File: config.mk
export PLATFORM = sky130hd
export DESIGN_NAME = dti_tniu_async_noc_writer
export DESIGN_NICKNAME = d
export VERILOG_FILES = /design/src/rtl/dti_tniu_async_noc_writer_pkg.sv /design/src/rtl/dti_afifo_ptr_sync.sv /design/src/rtl/dti_tniu_async_noc_writer.sv
export SDC_FILE = /design/constraint.sdc
export NUM_CORES = 2
export LEC_CHECK = 0
export ABC_CLOCK_PERIOD_IN_PS = 26400
export CELL_PAD_IN_SITES_DETAIL_PLACEMENT = 2
export CELL_PAD_IN_SITES_GLOBAL_PLACEMENT = 2
export CORE_MARGIN = 2
export CORE_UTILIZATION = 35
export DETAILED_ROUTE_END_ITERATION = 10
export GPL_TIMING_DRIVEN = 0
export PLACE_DENSITY = 0.88
export SLEW_MARGIN = 20
export SYNTH_ARGS = -nofsm -noshare
export SYNTH_HDL_FRONTEND = slang
export SYNTH_SLANG_ARGS = --single-unit
File: constraint.sdc
create_clock -name clk -period 26.4 [get_ports clk]
set_input_delay 3.96 -clock clk [delete_from_list [all_inputs] [get_ports clk]]
set_output_delay 3.96 -clock clk [all_outputs]
set_load 0.05 [all_outputs]
File: src/rtl/dti_tniu_async_noc_writer_pkg.sv
// Shared types, field positions and Johnson-pointer helpers for the DTI
// request async-FIFO writer.
package dti_tniu_async_noc_writer_pkg;

    localparam int DTI_GNPD_PLD_WIDTH     = 104;
    localparam int DTI_GNPD_PAYLOAD_WIDTH = 90;
    localparam int DTI_GNPD_ID_WIDTH      = 6;

    localparam int DTI_GNPD_LAST_LSB    = 0;
    localparam int DTI_GNPD_QOS_LSB     = 1;
    localparam int DTI_GNPD_TGTID_LSB   = 2;
    localparam int DTI_GNPD_SRCID_LSB   = 8;
    localparam int DTI_GNPD_PAYLOAD_LSB = 14;

    // Helpers work on a fixed-width container; depths up to this value are supported.
    localparam int DTI_AFIFO_MAX_DEPTH = 64;
    localparam int JOHNSON_BIT_W       = $clog2(DTI_AFIFO_MAX_DEPTH);

    typedef logic [DTI_AFIFO_MAX_DEPTH-1:0] johnson_t;

    // Field order matches the stored word: payload on top, last at bit 0.
    typedef struct packed {
        logic [DTI_GNPD_PAYLOAD_WIDTH-1:0] payload;
        logic [DTI_GNPD_ID_WIDTH-1:0]      srcid;
        logic [DTI_GNPD_ID_WIDTH-1:0]      tgtid;
        logic                              qos;
        logic                              last;
    } gnpd_word_t;

    // Shift left by one, feeding the inverted top bit of an n-bit code into bit 0.
    function automatic johnson_t johnson_next(input johnson_t cur, input int unsigned n);
        johnson_t nxt;
        nxt = '0;
        for (int unsigned i = 1; i < DTI_AFIFO_MAX_DEPTH; i++) begin
            if (i < n) begin
                nxt[JOHNSON_BIT_W'(i)] = cur[JOHNSON_BIT_W'(i - 1)];
            end
        end
        nxt[0] = ~cur[JOHNSON_BIT_W'(n - 1)];
        return nxt;
    endfunction

    // Storage slot for an n-bit Johnson code; any bit pattern maps into 0..n-1.
    function automatic int unsigned johnson_idx(input johnson_t cur, input int unsigned n);
        int unsigned ones;
        ones = 0;
        for (int unsigned i = 0; i < DTI_AFIFO_MAX_DEPTH; i++) begin
            if ((i < n) && cur[JOHNSON_BIT_W'(i)]) begin
                ones++;
            end
        end
        if (cur[JOHNSON_BIT_W'(n - 1)]) begin
            return n - ones;
        end
        return ones;
    endfunction

endpackage

File: src/rtl/dti_afifo_ptr_sync.sv
// Two-flop synchronizer for a Johnson pointer crossing into the clk domain.
module dti_afifo_ptr_sync #(
    parameter int WIDTH = 10
) (
    input  logic             clk,
    input  logic             rst,
    input  logic             sync_clear,
    input  logic [WIDTH-1:0] d,
    output logic [WIDTH-1:0] q
);

    logic [WIDTH-1:0] meta_q, meta_d;
    logic [WIDTH-1:0] sync_q, sync_d;

    // Shift the pointer through both stages, or zero them for a low-power clear.
    always_comb begin
        meta_d = d;
        sync_d = meta_q;
        if (sync_clear) begin
            meta_d = '0;
            sync_d = '0;
        end
    end

    // Synchronizer stages, zero after reset.
    always_ff @(posedge clk) begin
        if (rst) begin
            meta_q <= '0;
            sync_q <= '0;
        end else begin
            meta_q <= meta_d;
            sync_q <= sync_d;
        end
    end

    assign q = sync_q;

endmodule

File: src/rtl/dti_tniu_async_noc_writer.sv
// NoC-side write endpoint of the DTI request async FIFO: packs flits into
// local storage, publishes a Johnson write pointer and serves the reader mux.
module dti_tniu_async_noc_writer
    import dti_tniu_async_noc_writer_pkg::*;
#(
    parameter int ASYNC_FIFO_DEPTH = 10
) (
    input  logic                                clk,
    input  logic                                rst,
    input  logic                                req_valid,
    input  logic [DTI_GNPD_PAYLOAD_WIDTH-1:0]   req_payload,
    input  logic [DTI_GNPD_ID_WIDTH-1:0]        req_srcid,
    input  logic [DTI_GNPD_ID_WIDTH-1:0]        req_tgtid,
    input  logic                                req_qos,
    input  logic                                req_last,
    output logic                                req_ready,
    output logic [ASYNC_FIFO_DEPTH-1:0]         wptr_async,
    input  logic [ASYNC_FIFO_DEPTH-1:0]         rptr_async,
    input  logic [ASYNC_FIFO_DEPTH-1:0]         rptr_sync,
    output logic [DTI_GNPD_PLD_WIDTH:0]         pld_sync,
    input  logic                                stall,
    input  logic                                clear,
    output logic                                full_zero
);

    localparam int unsigned N     = ASYNC_FIFO_DEPTH;
    localparam int          IDX_W = (N > 1) ? $clog2(N) : 1;

    logic [N-1:0]     wptr_q, wptr_d;
    logic [N-1:0]     rptr_s;
    gnpd_word_t       mem_q [N];
    gnpd_word_t       mem_d [N];
    logic             full_zero_q, full_zero_d;
    logic             empty, full, write_en, clear_go;
    logic [IDX_W-1:0] widx, ridx;
    gnpd_word_t       wr_word, rd_word;

    dti_afifo_ptr_sync #(
        .WIDTH(ASYNC_FIFO_DEPTH)
    ) u_rptr_sync (
        .clk       (clk),
        .rst       (rst),
        .sync_clear(clear_go),
        .d         (rptr_async),
        .q         (rptr_s)
    );

    // Occupancy flags, handshake, slot selection and the reader-facing mux.
    always_comb begin
        empty     = (wptr_q == rptr_s);
        full      = (wptr_q == ~rptr_s);
        clear_go  = clear && stall && empty;
        req_ready = !full && !stall && !clear;
        write_en  = req_valid && req_ready;
        widx      = IDX_W'(johnson_idx(johnson_t'(wptr_q), N));
        ridx      = IDX_W'(johnson_idx(johnson_t'(rptr_sync), N));
        wr_word.payload = req_payload;
        wr_word.srcid   = req_srcid;
        wr_word.tgtid   = req_tgtid;
        wr_word.qos     = req_qos;
        wr_word.last    = req_last;
        rd_word   = mem_q[ridx];
        pld_sync  = {^rd_word, rd_word};
    end

    // Entry and pointer move on the same edge; a drained LP clear rewinds the pointer.
    always_comb begin
        wptr_d      = wptr_q;
        mem_d       = mem_q;
        full_zero_d = empty;
        if (clear_go) begin
            wptr_d = '0;
        end else if (write_en) begin
            mem_d[widx] = wr_word;
            wptr_d      = N'(johnson_next(johnson_t'(wptr_q), N));
        end
    end

    // Pointer, storage and empty-flag registers.
    always_ff @(posedge clk) begin
        if (rst) begin
            wptr_q      <= '0;
            full_zero_q <= 1'b1;
            for (int i = 0; i < int'(N); i++) begin
                mem_q[i] <= '0;
            end
        end else begin
            wptr_q      <= wptr_d;
            full_zero_q <= full_zero_d;
            mem_q       <= mem_d;
        end
    end

    assign wptr_async = wptr_q;
    assign full_zero  = full_zero_q;

endmodule
; ---- Word level (Yosys, flattened, before mapping)
; Cells that the tools add are included.
[classes]
n_addsub = 20
mul = 0
div_mod_pow = 0
order_cmp = 3
n_eq_ne = 2
shift = 0
n_mux = 32
bitwise_logic = 5
reduce_logical = 12
[op_table]
columns = op, n
row1 = bitwise mux 1040 bit, 1
row2 = binary-select mux 104 bit (select 4 bit), 1
row3 = demux 104 bit (select 4 bit), 1
row4 = two-way mux 104 bit, 3
row5 = parity 104 bit, 1
row6 = two-way mux 4 bit, 21
row7 = "adder 4 x 1 -> 4 bit, second input constant", 15
row8 = == test 10 bit, 2
row9 = "greater-or-equal comparator 5 bit, second input constant", 2
row10 = inverter 10 bit, 1
row11 = inverter 4 -> 5 bit, 2
row12 = "subtractor 4 bit, first input constant", 2
row13 = logical AND 1 bit, 6
row14 = "less-than comparator 5 x 1 -> 1 bit, second input constant", 1
row15 = "adder 1 x 1 -> 2 bit, second input constant", 2
row16 = two-way mux 1 bit, 4
row17 = "adder 2 x 1 -> 3 bit, second input constant", 1
row18 = logical NOT 1 bit, 3
row19 = two-way mux 2 bit, 1
row20 = inverter 1 bit, 2
row21 = AND reduction 2 bit, 1
row22 = OR reduction 2 bit, 1
[totals]
ff_bits = 1071
latchBits = 0
ram_bits = 0
romBits = 0
elab_cells = 128
memories = 0

; ---- Depth between registers and ports, before layout
[depth]
ltp_word = 28
depth_mapped = 46

; ---- Cells and area by module
; A second synthesis with hierarchy kept.
[unflattened]
cells_unflattened = 5927
area_unflattened_um2 = 48500.3
[modules_own_cells]
columns = module, instances, cells_each, area_per_inst_um2, seq_area_each_um2
row1 = dti_tniu_async_noc_writer, 1, 5883, 47799.6, 21040.2
row2 = dti_afifo_ptr_sync, 1, 44, 700.7, 400.4

; ---- Worst setup path after synthesis
; No wires, ideal clock.
[synth_timing]
path_type = input port to output port
start = input rptr_sync[0]
end = output pld_sync[104]
arrival_ps = 12449
t_required_ps = 22440
path_slack_ps = 9991
path_stages = 42
path_buffers = 4
path_cell_list = inv_1 ha_1 xnor2_1 inv_1 ha_1 nand2_1 o31ai_1 ha_1 nor2b_1 nor2_1 ha_1 nand2_1 o21ai_0 and2_1 ha_1 nand2b_1 o21a_1 ha_1 [... 6 more ...] ha_1 inv_1 a21oi_1 ha_1 xor2_1 nand2_1 xor2_1 xnor2_1 buf_4 buf_2 buf_4 buf_2 mux2i_1 o21ai_1 xor2_1 xnor2_1 xnor3_1 xnor3_1
[synth_via]
elab_chain_len = 27
[synth_lines]
columns = element, line
row1 = start: declaration, dti_tniu_async_noc_writer.sv:19  ; input logic [ASYNC_FIFO_DEPTH-1:0] rptr_sync,
row2 = two-way mux 1 bit *, dti_tniu_async_noc_writer_pkg.sv:48  ; if ((i < n) && cur[JOHNSON_BIT_W'(i)]) begin
row3 = adder 1 x 1 -> 2 bit, dti_tniu_async_noc_writer_pkg.sv:49  ; ones++;
row4 = two-way mux 4 bit *, dti_tniu_async_noc_writer_pkg.sv:48
row5 = adder 4 x 1 -> 4 bit, dti_tniu_async_noc_writer_pkg.sv:49
row6 = two-way mux 4 bit *, dti_tniu_async_noc_writer_pkg.sv:48
row7 = adder 4 x 1 -> 4 bit, dti_tniu_async_noc_writer_pkg.sv:49
row8 = two-way mux 4 bit *, dti_tniu_async_noc_writer_pkg.sv:48
row9 = adder 4 x 1 -> 4 bit, dti_tniu_async_noc_writer_pkg.sv:49
row10 = [... 11 more ...], -
row11 = subtractor 4 bit, dti_tniu_async_noc_writer_pkg.sv:53  ; return n - ones;
row12 = two-way mux 4 bit, dti_tniu_async_noc_writer_pkg.sv:52  ; if (cur[JOHNSON_BIT_W'(n - 1)]) begin
row13 = two-way mux 4 bit *, dti_tniu_async_noc_writer_pkg.sv:55  ; return ones;
row14 = inverter 4 -> 5 bit (not written as such) *, dti_tniu_async_noc_writer.sv:62  ; rd_word = mem_q[ridx];
row15 = binary-select mux 104 bit (select 4 bit) *, dti_tniu_async_noc_writer.sv:62
row16 = two-way mux 104 bit (not written as such) * (2 in series), dti_tniu_async_noc_writer.sv:62
row17 = via pld_sync[23], dti_tniu_async_noc_writer.sv:20  ; output logic [DTI_GNPD_PLD_WIDTH:0] pld_sync,
row18 = parity 104 bit *, dti_tniu_async_noc_writer.sv:63  ; pld_sync = {^rd_word, rd_word};
row19 = end: declaration, dti_tniu_async_noc_writer.sv:20
; The timed path passes the listed nets; every way through them passes the cells marked *. The select of a mux whose other input is x is not followed.

; ---- Worst setup path after layout
[layout_timing]
start = input rptr_sync[0]
end = output pld_sync[104]
[layout_via]
elab_chain_len = 27
[layout_lines]
columns = element, line
row1 = two-way mux 1 bit *, dti_tniu_async_noc_writer_pkg.sv:48
row2 = adder 1 x 1 -> 2 bit, dti_tniu_async_noc_writer_pkg.sv:49
row3 = two-way mux 4 bit *, dti_tniu_async_noc_writer_pkg.sv:48
row4 = adder 4 x 1 -> 4 bit, dti_tniu_async_noc_writer_pkg.sv:49
row5 = two-way mux 4 bit *, dti_tniu_async_noc_writer_pkg.sv:48
row6 = adder 4 x 1 -> 4 bit, dti_tniu_async_noc_writer_pkg.sv:49
row7 = two-way mux 4 bit *, dti_tniu_async_noc_writer_pkg.sv:48
row8 = adder 4 x 1 -> 4 bit, dti_tniu_async_noc_writer_pkg.sv:49
row9 = [... 10 more ...], -
row10 = two-way mux 4 bit *, dti_tniu_async_noc_writer_pkg.sv:48
row11 = subtractor 4 bit, dti_tniu_async_noc_writer_pkg.sv:53
row12 = two-way mux 4 bit, dti_tniu_async_noc_writer_pkg.sv:52
row13 = two-way mux 4 bit *, dti_tniu_async_noc_writer_pkg.sv:55
row14 = inverter 4 -> 5 bit (not written as such) *, dti_tniu_async_noc_writer.sv:62
row15 = binary-select mux 104 bit (select 4 bit) *, dti_tniu_async_noc_writer.sv:62
row16 = two-way mux 104 bit (not written as such) * (2 in series), dti_tniu_async_noc_writer.sv:62
row17 = parity 104 bit *, dti_tniu_async_noc_writer.sv:63
; Mark *: on every way between the ends. The rest lies on a longest branch, timed or not. The select of a mux whose other input is x is not followed.

==> results.cfg <==
[outcome]
run_status = completed

[logic_synthesis]
synth_xor_area_frac = 0.0548
yosysSeqAreaShare = 0.427
synth_fp_nets = 6562
syn_avg_cell_area_um2 = 7.82
syn_area_um2 = 50200
synth_simple_gate_area_frac = 0.205
synth_ff_type = dfxtp_1
ys_top_cells_by_count = nand2_1 (2454), a21oi_1 (1187), dfxtp_1 (1071)
synth-edff-count = 0
synth_top_area_frac = 0.427
synth_area_leaders = dfxtp_1 (43%), nand2_1 (18%), a21oi_1 (12%), mux4_2 (7.2%), mux2i_1 (3.3%)
yosys.cell_count.top_type = nand2_1
async_reset_ff_frac = 0
synth_cells = 6413
synth_top_family_by_area = simple AND/OR/NAND/NOR gates
synth-adder-area-share = 0.00499
yosysWarnings = 0
yosysUniqueCellTypes = 67
synth_mux_area_frac = 0.108
synth_largest_area_cell = dfxtp_1
synth-seq-cells = 1071
synth-compound-area-share = 0.144

[min_path]
min-delay-start = u_rptr_sync.meta_q[2]
min_path_type = flip-flop to flip-flop

[place]
dpl.hpwl_um = 197000
post-place-ws_ns = 4.70
gp_congestion = 0.993
port_buffers = 133

[floorplan]
coreArea_um2 = 142000
start_util = 0.353
fp.dieH_um = 383
die_area_um2 = 146000
pin_count = 246
die_w_um = 383
num_rows = 138

[global_route]
antenna_found_initial = 43
use_met1 = 0.474
grt_pass1_wl_um = 427000
grt_overflow_total = 0
track_usage = 0.404
use_met3 = 0.121
grt_max_degree = 16
use_met2 = 0.602
busiest_layer = met2
grt_pass1_vias = 57500

[routing]
via_per_inst = 6.25
dr.pass1.iters = 5
drc = 0
wirelength_um = 305000
routed-via-count = 54400
drtAntennaViolNets = 0
wl_per_cell_um = 35.1
drt_iter0_drc = 6324

[clocking]
h-tree-depth = 3
clk_latency_ns = 0.80
cts.sinks = 1071
cts_hold_repair.buffers = 0
cts_resized = 0
numCtsBuffers = 119
postCtsSetupBuffers = 0
cts_tree = built
clk_pin_slew_ns = 0.07
root_buffer = clkbuf_16
clockBufferDepth = 3

[timing]
max_freq_mhz = 43.8
fin_skew_ns = 0.0272
rsz0062_at_grt = no
hold_violations = 0
finalSetupViolCount = 0
fin_tns_setup_ns = 0
worst_slew_pin_slew_ns = 1.40
drv_slew = 0
min_period_ns = 22.84
min_period_over_period = 0.865
relSlewSlack = 0.0586
fin_ws_ns = 3.56

[power]
power_density_nw_per_um2 = 113
ir_worst_vdd_mv = 0.462
leakage_uw = 0.0192

[layout]
fin_nets = 6822
area_growth_pct = 16.3
drive_above_1_share = 0.0914
finish.utilization = 0.411
nFillCells = 16000

[setup_path]
crit_fanout = 11
arrival_ns = 18.88
end_kind = primary output
r2r_setup_slack_ns = 16.56
criticalPathCategory = input pin to primary output
crit_path_max_incr_delay_ns = 0.98
r2r-start = wptr_async[1]
cpMaxStageDelayCell = a21oi_1
required_ns = 22.44
startpoint = rptr_sync[0]
cpMostUsedCell = buf_2
cp-start-kind = input pin

[flow_run]
maxCapViolCount = 0
## path summary, 6_finish.rpt
check                endpoint  cells past startpoint
max             pld_sync[104]                     31
min          u_rptr_sync.q[2]                      1
max reg2reg        mem_q[696]                     30
min reg2reg  u_rptr_sync.q[2]                      1
## final cells by class
cell class                 count  area, um2  share of cell area
sequential                  1071      21400               0.368
tap                         1890       2360              0.0405
antenna                       34       85.1             0.00146
multi-input combinational   4719      26000               0.445
timing repair buffer         139       1490              0.0255
clock buffer                 172       3500              0.0601
buffer                       606       2740              0.0469
clock inverter                49        692              0.0119
inverter                      17       63.8             0.00109
## layer usage
| layer | vias to the layer above | wire, um | part of all wire |
|---|---|---|---|
| li1 | 21700 | - | - |
| met1 | 27700 | 111000 | 0.36 |
| met2 | 3657 | 131000 | 0.43 |
| met3 | 1287 | 33200 | 0.11 |
| met4 | 36 | 29900 | 0.098 |
| met5 | - | 246 | 0.00081 |
## cells in the final DEF (no fill, tap or decap), types with 10 or more instances in the layout
cell type / count
clkdlybuf4s50_1: 133
o21ai_1: 17
nand2_1: 2454
xor2_1: 82
buf_4: 37
buf_2: 158
diode_2: 34
or2_2: 10
buf_6: 13
buf_1: 28
clkbuf_2: 12
nand3_1: 33
and2_1: 29
xnor2_1: 178
clkbuf_8: 22
or3_1: 14
ha_1: 20
o21ai_0: 121
clkinv_2: 20
nor2_1: 110
bufinv_16: 16
xnor3_1: 10
mux2i_1: 166
clkbuf_16: 124
clkbuf_1: 383
dfxtp_1: 1071
mux4_2: 161
inv_1: 15
a21oi_1: 1187
o22ai_1: 19
## flip-flops by register name, summed over array words and instances (netlist names)
signal,count
mem_q,1040
u_rptr_sync.meta_q,10
u_rptr_sync.q,10
wptr_async,10
full_zero,1
## kinds of logic after synthesis
kind of cell    Yosys count
fa+ha+maj                20
xor+xnor                282
mux                     337
flops                  1071
buf+inv                 623
compound gates         1403
simple gates           2677
## report_power, final
part | leakage (uW) | internal [uW] | switching [uW]
registers | 0.00863 | 1620 | 5.57
logic | 0.00852 | 680 | 2390
clock network | 0.00205 | 1070 | 799
total | 0.0192 | 3380 | 3190
## critical path: cells and delay by family
family,cells,cell delay [ns]
xor gates and xnor gates,8,3.00
buffers and inverters,15,8.60
and+or+nand+nor,1,0.08
muxes,1,0.28
AOI/OAI and AO/OA,4,2.10
adders and majority gates,2,0.64
## stage by stage
step	hold WS [ns]	total power [uW]	cells	cell area, um2
2_1_floorplan	0.406	3020	6413	50200
3_3_place_gp	0.411	4430	8436	53900
3_5_place_dp	0.423	4470	8442	54000
4_1_cts	0.443	6330	8663	58200
5_1_grt	0.460	6510	8675	58300
6_report	0.442	6570	8697	58300
No activity file was read; power rests on OpenSTA's default activity.
